### config.mk
export PLATFORM = sky130hd
export DESIGN_NAME = adc_avg_fifo
export DESIGN_NICKNAME = d
export VERILOG_FILES = /design/src/rtl/adc_avg_fifo_pkg.sv /design/src/rtl/adc_avg_fifo_sync_fifo.sv /design/src/rtl/adc_avg_fifo.sv
export SDC_FILE = /design/constraint.sdc
export NUM_CORES = 1
export LEC_CHECK = 0
export CAP_MARGIN = 15
export CORE_MARGIN = 1
export CORE_UTILIZATION = 50
export CTS_CLUSTER_SIZE = 20
export DETAILED_ROUTE_END_ITERATION = 10
export DONT_BUFFER_PORTS = 1
export PLACE_DENSITY_LB_ADDON = 0.08
export RECOVER_POWER = 25
export SLEW_MARGIN = 20
export SYNTH_ARGS = -nofsm -noshare
export SYNTH_HDL_FRONTEND = slang
export SYNTH_SLANG_ARGS = --single-unit
### constraint.sdc
create_clock -name clk -period 3.8 [get_ports clk]
set_input_delay 0.76 -clock clk [delete_from_list [all_inputs] [get_ports clk]]
set_output_delay 0.76 -clock clk [all_outputs]
set_load 0.005 [all_outputs]
### src/rtl/adc_avg_fifo_pkg.sv
// Shared constants, filter states and width helper
// for the ADC averaging FIFO block.
package adc_avg_fifo_pkg;

   localparam int ADC_DW    = 16;
   localparam int DEF_SHIFT = 3;
   localparam int DEF_DECIM = 4;
   localparam int DEF_DEPTH = 8;

   typedef enum logic {
      ST_PRIME = 1'b0,
      ST_RUN   = 1'b1
   } state_t;

   function automatic int clog2(input int v);
      int r;
      r = 0;
      while ((1 << r) < v) r++;
      return r;
   endfunction

endpackage

### src/rtl/adc_avg_fifo_sync_fifo.sv
// Synchronous first-word-fall-through FIFO with
// extra-bit pointers; reusable by other bus peripherals.
module sync_fifo
   import adc_avg_fifo_pkg::*;
#(
   parameter int DW    = ADC_DW,
   parameter int DEPTH = DEF_DEPTH
) (
   input  logic                  clk,
   input  logic                  rst,
   input  logic                  push,
   input  logic [DW-1:0]         din,
   input  logic                  pop,
   output logic [DW-1:0]         dout,
   output logic                  empty,
   output logic                  full,
   output logic [clog2(DEPTH):0] level,
   output logic                  dropped
);

   localparam int AW = clog2(DEPTH);

   logic [DW-1:0] mem [DEPTH];
   logic [AW:0]   wptr;
   logic [AW:0]   rptr;
   logic          do_pop;
   logic          do_push;

   assign level   = wptr - rptr;
   assign empty   = (level == '0);
   assign full    = (level == (AW+1)'(DEPTH));
   assign do_pop  = pop & ~empty;
   // A pop frees the slot in the same cycle, so full+pop still accepts.
   assign do_push = push & (~full | do_pop);
   assign dropped = push & full & ~do_pop;
   assign dout    = empty ? '0 : mem[rptr[AW-1:0]];

   always_ff @(posedge clk) begin
      if (rst) begin
         wptr <= '0;
         rptr <= '0;
      end else begin
         if (do_push) wptr <= wptr + 1'b1;
         if (do_pop)  rptr <= rptr + 1'b1;
      end
   end

   always_ff @(posedge clk) begin
      if (do_push) mem[wptr[AW-1:0]] <= din;
   end

endmodule

### src/rtl/adc_avg_fifo.sv
// EMA filter, decimator and FIFO for ADC samples.
// Define ADC_THRESH_IRQ_EN to add the threshold-crossing irq.
module adc_avg_fifo
   import adc_avg_fifo_pkg::*;
#(
   parameter int DW    = ADC_DW,
   parameter int SHIFT = DEF_SHIFT,
   parameter int DECIM = DEF_DECIM,
   parameter int DEPTH = DEF_DEPTH
) (
   input  logic                  clk,
   input  logic                  rst,
   input  logic [DW-1:0]         in_data,
   input  logic                  in_stb,
   input  logic                  rd_en,
   output logic [DW-1:0]         rd_data,
   output logic                  fifo_empty,
   output logic [clog2(DEPTH):0] fifo_level,
   output logic                  overflow,
   input  logic                  ovf_clr,
   output logic [DW-1:0]         filt_out
`ifdef ADC_THRESH_IRQ_EN
   ,
   input  logic [DW-1:0]         thresh,
   output logic                  irq,
   input  logic                  irq_clr
`endif
);

   localparam int AWID = DW + SHIFT;

   state_t          state;
   state_t          state_nxt;
   logic [AWID-1:0] acc;
   logic [AWID-1:0] acc_nxt;
   logic [AWID:0]   sum;
   logic [7:0]      dec_cnt;
   logic            wrap_q;
   logic            dropped;
   logic            unused_full;

   assign filt_out = acc[AWID-1:SHIFT];

   always_ff @(posedge clk) begin
      if (rst) begin
         state <= ST_PRIME;
         acc   <= '0;
      end else begin
         state <= state_nxt;
         acc   <= acc_nxt;
      end
   end

   // acc holds filt_out<<SHIFT plus a fraction, so the sum never wraps.
   always_comb begin
      state_nxt = state;
      acc_nxt   = acc;
      sum       = {1'b0, acc} + (AWID+1)'(in_data)
                - (AWID+1)'(filt_out);
      unique case (state)
         ST_PRIME: if (in_stb) begin
            acc_nxt   = AWID'(in_data) << SHIFT;
            state_nxt = ST_RUN;
         end
         ST_RUN: if (in_stb) begin
            acc_nxt = sum[AWID-1:0];
         end
         default: state_nxt = ST_PRIME;
      endcase
   end

   always_ff @(posedge clk) begin
      if (rst) begin
         dec_cnt <= '0;
         wrap_q  <= 1'b0;
      end else begin
         wrap_q <= 1'b0;
         if (in_stb) begin
            if (dec_cnt == 8'(DECIM - 1)) begin
               dec_cnt <= '0;
               wrap_q  <= 1'b1;
            end else begin
               dec_cnt <= dec_cnt + 1'b1;
            end
         end
      end
   end

   sync_fifo #(
      .DW    (DW),
      .DEPTH (DEPTH)
   ) u_fifo (
      .clk     (clk),
      .rst     (rst),
      .push    (wrap_q),
      .din     (filt_out),
      .pop     (rd_en),
      .dout    (rd_data),
      .empty   (fifo_empty),
      .full    (unused_full),
      .level   (fifo_level),
      .dropped (dropped)
   );

   always_ff @(posedge clk) begin
      if (rst) overflow <= 1'b0;
      else     overflow <= dropped | (overflow & ~ovf_clr);
   end

`ifdef ADC_THRESH_IRQ_EN
   logic below;

   // below starts at 1 so a priming sample at/above thresh fires.
   always_ff @(posedge clk) begin
      if (rst) begin
         below <= 1'b1;
         irq   <= 1'b0;
      end else begin
         below <= (filt_out < thresh);
         irq   <= (below & (filt_out >= thresh))
                | (irq & ~irq_clr);
      end
   end
`endif

endmodule

**Word-level counts from Yosys, hierarchy flattened**

Memories as Yosys holds them, arrays and structs flattened. A register that Yosys moved wholly into a read port is not among the register bits.
Index checks and enable logic that the tools add are counted.

- Flip-flop bits (word level): 38
- Memory bits (writable): 128
- Input bits: 21
- Output and inout port bits: 38
- Memories: 1

- Add/sub/neg operators: 6
- Eq/ne operators: 4
- Muxes and demuxes: 12
- Bitwise gates (word level): 13
- Reductions and logical operators: 3

Memories:

| memory | words | bits a word | read ports | clocked after memory_dff | wr ports | line | RTL |
|---|---|---|---|---|---|---|---|
| u_fifo.mem | 8 | 16 | 1 | 1 | 1 | adc_avg_fifo_sync_fifo.sv:23 | `logic [DW-1:0] mem [DEPTH];` |

Operator list:

| operator | number |
|---|---|
| 19-bit two-way mux | 2 |
| 19-bit case mux with 2 select lines | 1 |
| 19-bit by 16-bit adder with 19-bit output | 1 |
| 19-bit by 16-bit subtractor with 19-bit output | 1 |
| 16-bit two-way mux | 1 |
| 4-bit by 1-bit adder with 4-bit output, second input constant | 2 |
| 8-bit by 1-bit adder with 8-bit output, second input constant | 1 |
| 8-bit by 2-bit == test with 1-bit output, second input constant | 1 |
| 8-bit two-way mux | 1 |
| 3-bit two-way mux | 2 |
| 1-bit NOT | 6 |
| 1-bit bitwise AND | 5 |
| 1-bit two-way mux | 5 |
| 4-bit == test, second input constant | 1 |
| 4-bit zero test | 1 |
| 2-bit != test, second input constant | 2 |
| 4-bit subtractor | 1 |
| 1-bit OR | 2 |
| 2-bit AND reduction | 1 |
| 2-bit OR reduction | 1 |

**Depth between registers and ports, before layout**

Gate-level depths: netlist (run 1).

- Depth in word-level cells: 8
- Gate-level depth with buffers: 12
- Depth with buffers taken out: 12

**Cells and area by module**

Synthesis (run 1) repeated with hierarchy kept, for this count alone.

- Cells, all modules: 639
- Area, all modules: 8,289.2 um^2

By module, submodules not included:

| module | times used | cells each | area each (um^2) | sequential area each (um^2) |
|---|---|---|---|---|
| sync_fifo | 1 | 281 | 5,509.0 | 4,063.9 |
| adc_avg_fifo | 1 | 358 | 2,780.2 | 600.6 |

**Worst setup path before layout (run 1)**

Ideal clock, no wire load.

- Kind: flip-flop to flip-flop
- Start point: register u_fifo.wptr[1]
- End point: memory u_fifo.mem[0][0] (netlist bit) (enable)
- Setup time: 0.430 ns
- Arrival: 3.507 ns
- Required time: 3.370 ns
- Setup slack: -0.137 ns
- Cell stages (with the launch flop): 8
- Buffers on the path: 0
- Period minus slack after synthesis: 3.937 ns
- Cell sequence: dfxtp_1 -> ha_1 -> nor2b_1 -> o21a_1 -> or3_4 -> and2_4 -> a21o_1 -> nor4_1

- Longest elaborated chain between the ends: 8

Ends and longest elaborated chain:

| item | line | RTL |
|---|---|---|
| start: declaration | adc_avg_fifo_sync_fifo.sv:24 | `logic [AW:0] wptr;` |
| start signal: assignment | adc_avg_fifo_sync_fifo.sv:43 | `if (do_push) wptr <= wptr + 1'b1;` |
| 4-bit subtractor * | adc_avg_fifo_sync_fifo.sv:29 | `assign level = wptr - rptr;` |
| named net fifo_level[3] | adc_avg_fifo.sv:18 | `output logic [clog2(DEPTH):0] fifo_level,` |
| 4-bit zero test | adc_avg_fifo_sync_fifo.sv:30 | `assign empty = (level == '0);` |
| 1-bit NOT | adc_avg_fifo_sync_fifo.sv:32 | `assign do_pop = pop & ~empty;` |
| 1-bit bitwise AND | adc_avg_fifo_sync_fifo.sv:32 |  |
| 1-bit OR * | adc_avg_fifo_sync_fifo.sv:34 | `assign do_push = push & (~full \| do_pop);` |
| 1-bit bitwise AND * | adc_avg_fifo_sync_fifo.sv:34 |  |
| 1-bit two-way mux * | adc_avg_fifo_sync_fifo.sv:49 | `if (do_push) mem[wptr[AW-1:0]] <= din;` |
| 1-bit two-way mux (not written as such) * | adc_avg_fifo_sync_fifo.sv:49 |  |
| end: declaration | adc_avg_fifo_sync_fifo.sv:23 |  |

The timed path passes the listed nets; every way through them passes the cells marked *.

**Worst setup path in the final report (run 1)**

- Start point: register u_fifo.wptr[0]
- End point: output rd_data[5]

- Longest elaborated chain between the ends: 3

Ends and longest elaborated chain:

| item | line | RTL |
|---|---|---|
| 4-bit subtractor | adc_avg_fifo_sync_fifo.sv:29 |  |
| named net fifo_level[2] | adc_avg_fifo.sv:18 |  |
| 4-bit zero test | adc_avg_fifo_sync_fifo.sv:30 |  |
| 16-bit two-way mux | adc_avg_fifo_sync_fifo.sv:36 | `assign dout = empty ? '0 : mem[rptr[AW-1:0]];` |
| end: declaration | adc_avg_fifo.sv:16 | `output logic [DW-1:0] rd_data,` |

The timed path passes the listed nets, and every way through them passes these cells.

==> results_dict.tcl, run 1 <==
set metrics [dict create \
    required_ns 3.04 \
    holdWs_ns 0.419 \
    drc 0 \
    first_global_vias 5250 \
    tightest_slew_ns 0.858 \
    switchingPower_mw 1.90 \
    avgSynthCellArea_um2 12.9 \
    tns_ns 0 \
    grt_antenna_before_repair 0 \
    synth_async_sr_flop_share_pct 0 \
    clk_latency_ns 0.42 \
    p_leak_nw 3.36 \
    cp_slowest_cell "fa_1" \
    cp_slowest_stage_delay_ns 0.42 \
    seq_area_frac_synth_pct 54.7 \
    synth_edf_count 128 \
    hold_viol 0 \
    hpwl_mm 12.6 \
    grt_pass1_wl_mm 29.1 \
    synth-warning-count 0 \
    chipHeight_um 133 \
    dr_total_vias 5230 \
    synth_top_cells_by_area "edfxtp_1, dfxtp_1, mux4_2" \
    synthCells 662 \
    hold_path_class "input port to register" \
    viasPerCell 5.83 \
    cts_root_buf "clkbuf_16" \
    cts_setup_buffers 0 \
    drt-pass1-iter-count 5 \
    ant_nets 0 \
    synth_cell_types 71 \
    power.total_mw 5.69 \
    slew_viol_final 0 \
    area_delta_synth_final_pct 9.28 \
    clockBufferDepth 2 \
    core_um2 16600 \
    wirelength_mm 18.3 \
    htree_levels 4 \
    start_kind "register" \
    synth_compound_area_share_pct 9.18 \
    p_comb_share_pct 32.5 \
    track_usage_pct 22.0 \
    cpMostUsedCell "inv_1" \
    status "finished, final reports clean" \
    io-pin-count 59 \
    rsz0062_at_grt "false" \
    rows 47 \
    relSlewSlack_pct 42.8 \
    p_int_mw 3.79 \
    critical_path.endpoint_type "output port" \
    p_clk_share_pct 28.9 \
    chipWidth_um 133 \
    die_area_um2 17600 \
    switching_share_pct 33.4 \
    synthDominantCellAreaShare_pct 45.1 \
    start_util_pct 51.4 \
    drive_gt1_share_pct 15.8 \
    ir_worst_vdd_v 0.000311 \
    synth_seq_cells 169 \
    portBuffers 0 \
    numCtsBuffers 17 \
    cp.arrival_ns 2.76 \
    synthMuxAreaShare_pct 11.2 \
    grt_max_degree 41 \
    cts_tree "done" \
    overflow 0 \
    p_per_area_nw_per_um2 611 \
    clk_pin_slew_ns 0.06 \
    path_max_fanout 24 \
    synth_top_family_by_area "multiplexers" \
    setup-violations-final 0 \
    path_class "register to output port" \
    synth_ff_type "edfxtp_1" \
    nNetsFinal 727 \
    drt_iter0_markers 264 \
    fin_skew_ns 0.0117 \
    pwr-share-seq_pct 38.6 \
    synthAdderAreaFrac_pct 7.66 \
    synth_xor_area_share_pct 1.75 \
    synth_top_cell_by_area "edfxtp_1" \
    syn-cell-area_um2 8520 \
    clock_sinks 169 \
    path_cells "inv_1 -> ha_1 -> inv_1 -> fa_1 -> xor2_1 -> or3_4 -> a21oi_4 -> buf_4 -> nor2_1" \
    post-route-period-util_pct 92.7 \
    synthSimpleGateAreaFrac_pct 8.79 \
    utilization_pct 56.2 \
    place_congestion 0.851 \
    antenna_cells 0 \
    period_needed_ns 3.52 \
    maxCapViolations 0 \
    fmax_ghz 0.284 \
    wl_per_cell_um 20.4 \
    synthesis.nets 725 \
]
==> worst max-delay path: cells and delay by family, from the launching register on <==
family          cells  cell delay [ns]
simple gates        2             0.51
compound gates      1             0.12
xor+xnor            1             0.17
buf+inv             3             0.53
flops               1             0.39
fa+ha+maj           2             0.62
==> layout make-up <==
type / count / area, µm²
clock buffer: 21 / 493
clock inverter: 11 / 82.6
fill: 1420 / 7270
inverter: 79 / 297
multi-input combinational: 370 / 3330
sequential: 169 / 4670
tap: 220 / 275
timing repair buffer: 27 / 169
==> worst paths after layout <==
check / startpoint / endpoint / slack (ns) / depth (start not counted)
worst min-delay path: rst / register / 0.42 / 1
worst max register to register: acc[15]$_SDFFE_PP0P_ / acc[14]$_SDFFE_PP0P_ / 0.36 / 10
worst min register to register: acc[0]$_SDFFE_PP0P_ / acc[0]$_SDFFE_PP0P_ / 0.47 / 2
worst max-delay path: u_fifo.wptr[0]$_SDFFE_PP0P_ / rd_data[5] / 0.28 / 9
==> repair_timing <==
item | CTS | global route
hold buffers | 0 | 0
gates resized for setup | 0 | 1
setup endpoints to repair | 0 | 16
==> kinds of logic after synthesis <==
logic type	after synthesis
AND/OR/NAND/NOR	145
AO/OA/AOI/OAI	111
flip-flops	169
multiplexers	55
buffers and inverters	123
XOR/XNOR	17
adder cells (fa/ha/maj)	42
==> Yosys cell counts (all sizes together), types with 6 or more instances <==
library cell and count:
mux2i 22, mux4 32, or3 9, a21o 10, nand2 28, fa 17
dfxtp 41, ha 25, and3 8, buf 29, nor3 10, nand4 6
a211oi 7, a21oi 34, inv 78, xnor2 7, o21ai 21, clkbuf 15
xor2 10, nand3 8, nor2 54, edfxtp 128
==> cell usage in the layout, fill, tap and decap left out, drive strengths merged, types with 4 or more instances in the layout <==
cell type | synthesis | layout
ha | 25 | 25
clkbuf | 15 | 30
mux4 | 32 | 32
clkinv | 1 | 7
o21ai | 21 | 21
a21o | 10 | 10
buf | 29 | 18
edfxtp | 128 | 128
nor3 | 10 | 10
nand3b | 4 | 4
nand2 | 28 | 28
a21oi | 34 | 34
fa | 17 | 17
dfxtp | 41 | 41
nand3 | 8 | 8
a311oi | 4 | 4
nand4 | 6 | 6
inv | 78 | 81
or3 | 9 | 9
xor2 | 10 | 10
a31oi | 4 | 4
mux2i | 22 | 22
and3 | 8 | 8
nor4 | 4 | 4
nor2 | 54 | 54
xnor2 | 7 | 7
a211oi | 7 | 7
==> flip-flops by register name (all words and copies together) (netlist names), named ones only <==
name,flops
u_fifo.rptr,4
wrap_q,1
overflow,1
state,1
u_fifo.wptr,4
u_fifo.mem,128
dec_cnt,8
acc,19
==> routing by layer <==
metal / up-vias / wire, µm / track usage, %
met4: 0 / 187 / 6.07
met3: 15 / 844 / 4.33
met1: 2657 / 8080 / 28.8
met5: - / 0 / 0
li1: 2418 / - / -
met2: 140 / 9180 / 37.5
==> metrics by stage <==
step | instances | area [µm²] | setup WS [ns]
2_1_floorplan | 662 | 8530 | 0.133
3_5_place_dp | 865 | 8770 | 0.405
4_1_cts | 897 | 9350 | 0.0353
6_report | 897 | 9310 | 0.277
3_3_place_gp | 865 | 8770 | 0.465
5_1_grt | 897 | 9310 | 0.107
==> power by group through the flow <==
stage               Combinational, mW  Sequential (mW)  Clock [mW]
global route                     2.05             2.22        1.74
global placement                 1.83             2.24           0
CTS                              1.87             2.20        1.67
finish                           1.85             2.20        1.64
detailed placement               1.87             2.25           0
floorplan                        1.55             2.18           0
Power figures use the tool's default switching activity.
==> inputs of run 2 (changes only) <==
--- a/config.mk
+++ b/config.mk
@@ -11,9 +11,10 @@
 export CTS_CLUSTER_SIZE = 20
 export DETAILED_ROUTE_END_ITERATION = 10
 export DONT_BUFFER_PORTS = 1
+export GPL_ROUTABILITY_DRIVEN = 0
 export PLACE_DENSITY_LB_ADDON = 0.08
 export RECOVER_POWER = 25
-export SLEW_MARGIN = 20
+export SKIP_LAST_GASP = 1
 export SYNTH_ARGS = -nofsm -noshare
 export SYNTH_HDL_FRONTEND = slang
 export SYNTH_SLANG_ARGS = --single-unit
==> results of run 2 <==
No change in the layout: final DEF, timing and power equal those of run 1.
==> inputs of run 3 (changes only) <==
--- a/config.mk
+++ b/config.mk
@@ -5,6 +5,7 @@
 export SDC_FILE = /design/constraint.sdc
 export NUM_CORES = 1
 export LEC_CHECK = 0
+export ABC_AREA = 1
 export CAP_MARGIN = 15
 export CORE_MARGIN = 1
 export CORE_UTILIZATION = 50
==> run 3 against run 2 <==
Power is 11% lower. Global-route usage is 0.54 points higher. Die area decreased by 0.20%. Clock skew is 0.0032 ns lower. Sequential share of layout area grew 0.49 points. Fmax is 4.1% higher. Flip-flop and latch count unchanged. Clock-buffer cell count decreased by 1. Core utilization shrank 0.54 points. First-iteration DRC count increased by 39%. Worst hold slack got worse by 0.023 ns. Synthesized cell count is 36% higher. Largest cell class unchanged. Highest routed layer unchanged.
==> results_dict.tcl, run 3 <==
set metrics [dict create \
    status "finished, final reports clean" \
    synth_cell_types 36 \
    cp_slowest_cell "dfxtp_1" \
    start_kind "register" \
    maxCapViolations 0 \
    cp_slowest_stage_delay_ns 0.46 \
    seq_area_frac_synth_pct 54.8 \
    synthesis.nets 961 \
    first_global_vias 5892 \
    rows 47 \
    dr_total_vias 6085 \
    path_buf_inv 2 \
    grt_max_degree 65 \
    drt_iter0_markers 368 \
    cts_tree "done" \
    track_usage_pct 22.6 \
    critical_path.endpoint_type "output port" \
    die_area_um2 17500 \
    syn-cell-area_um2 8500 \
    yosysMostFrequentCell "nand2_1" \
    chipWidth_um 132 \
    overflow 0 \
    power.total_mw 5.06 \
    drc 0 \
    nNetsFinal 949 \
    htree_levels 4 \
    synth_top_cells_by_area "edfxtp_1, nand2_1, dfxtp_1" \
    portBuffers 0 \
    io-pin-count 59 \
    ant_nets 0 \
    required_ns 3.04 \
    chipHeight_um 132 \
    synth_edf_count 128 \
    hpwl_mm 12.4 \
    synth_top_cell_by_area "edfxtp_1" \
    hold_viol 0 \
    cts_setup_buffers 0 \
    grt_pass1_wl_mm 30.4 \
    grt_antenna_before_repair 0 \
    period_needed_ns 3.38 \
    cts_resized 0 \
    synthDominantCellAreaShare_pct 45.2 \
    final_common_cell "nand2_1" \
    wl_per_cell_um 16.9 \
    path_class "register to output port" \
    ir_worst_vdd_v 0.000408 \
    utilization_pct 55.6 \
    fmax_ghz 0.295 \
    setup-violations-final 0 \
    slew_viol_final 0 \
    rsz0062_at_grt "false" \
    hold_path_class "input port to register" \
    fin_skew_ns 0.00848 \
    tightest_slew_ns 0.826 \
    drt-pass1-iter-count 4 \
    final_cell_mix "nand2_1, edfxtp_1, inv_1, a21oi_1, nor2_1" \
    post-route-period-util_pct 89.1 \
    wirelength_mm 18.9 \
    synth_seq_cells 169 \
    ys_top_cells_by_count "nand2_1, edfxtp_1, inv_1, a21oi_1, nor2_1" \
    tns_ns 0 \
    path_cells "ha_1 -> inv_1 -> fa_1 -> xor2_1 -> nor3_1 -> nand2_2 -> inv_2 -> nor2_1" \
    core_um2 16600 \
    relSlewSlack_pct 44.9 \
    synth_async_sr_flop_share_pct 0 \
    clk_pin_slew_ns 0.07 \
    cp.arrival_ns 2.62 \
    synth_ff_type "edfxtp_1" \
    synth-warning-count 0 \
    viasPerCell 5.44 \
    path_max_fanout 16 \
    cts_root_buf "clkbuf_16" \
    p_leak_nw 3.66 \
    clk_latency_ns 0.42 \
    p_per_area_nw_per_um2 549 \
    largest_register_ffs 128 \
    start_util_pct 51.3 \
    clock_sinks 169 \
    drive_gt1_share_pct 6.79 \
    area_delta_synth_final_pct 8.44 \
    numCtsBuffers 17 \
    clockBufferDepth 2 \
    antenna_cells 0 \
    crit_family "adder cells" \
    postCtsHoldBufs 0 \
    synthCells 898 \
    avgSynthCellArea_um2 9.47 \
]
## run 3: logic make-up (layout without fill, tap and decap cells)
| logic type | count (synthesis) | after routing | synth area share (%) |
|---|---|---|---|
| fa+ha+maj | 42 | 42 | 7.68 |
| flops | 169 | 169 | 54.8 |
| simple gates | 337 | 337 | 15.9 |
| xor+xnor | 14 | 14 | 1.44 |
| compound gates | 165 | 165 | 11.7 |
| buf+inv | 171 | 172 | 8.44 |
## run 3: where the power goes
part           internal, mW  switching, mW
Sequential             2.05         0.0732
Clock                 0.896          0.717
Combinational         0.457          0.870
Total                  3.40           1.66
## run 3: cell type report
type	count	area, µm²
clock inverters	12	87.6
flip-flops and latches	169	4670
clock buffers	20	465
well taps	220	275
repair buffers	19	145
multi-input cells	558	3130
inverters	121	455
fillers	1498	7360
## run 3: worst paths after layout
kind	from	to	slack [ns]	cells after the start
setup / recovery	u_fifo.rptr[0]$_SDFFE_PP0N_	rd_data[2]	0.42	8
hold / removal	rst	u_fifo.wptr[2]$_SDFFE_PP0P_	0.40	1
setup reg to reg	acc[8]$_SDFFE_PP0P_	acc[18]$_SDFFE_PP0P_	0.81	15
hold reg to reg	acc[0]$_SDFFE_PP0P_	acc[0]$_SDFFE_PP0P_	0.46	2
## run 3: layer usage
metal	wire length [µm]	vias up	global-route usage, %
li1	-	2977	-
met5	0	-	0
met4	247	0	7.09
met2	9270	130	37.9
met3	698	16	4.33
met1	8670	2962	29.7
## run 3: worst register-to-register path, delay by kind of cell (launching register included)
family / cells / cell delay (ns)
fa+ha+maj: 2 / 0.90
compound gates: 1 / 0.11
simple gates: 9 / 0.92
buf+inv: 3 / 0.70
flops: 1 / 0.31
## run 3: through the flow
step,setup WS (ns),std cells,area [µm²],hold slack [ns]
after detailed placement,0.837,1087,8690,0.450
after global routing,0.211,1119,9220,0.374
after global placement,0.921,1087,8690,0.446
final,0.415,1119,9220,0.397
after CTS,0.366,1119,9250,0.379
after floorplan,0.544,898,8500,0.445
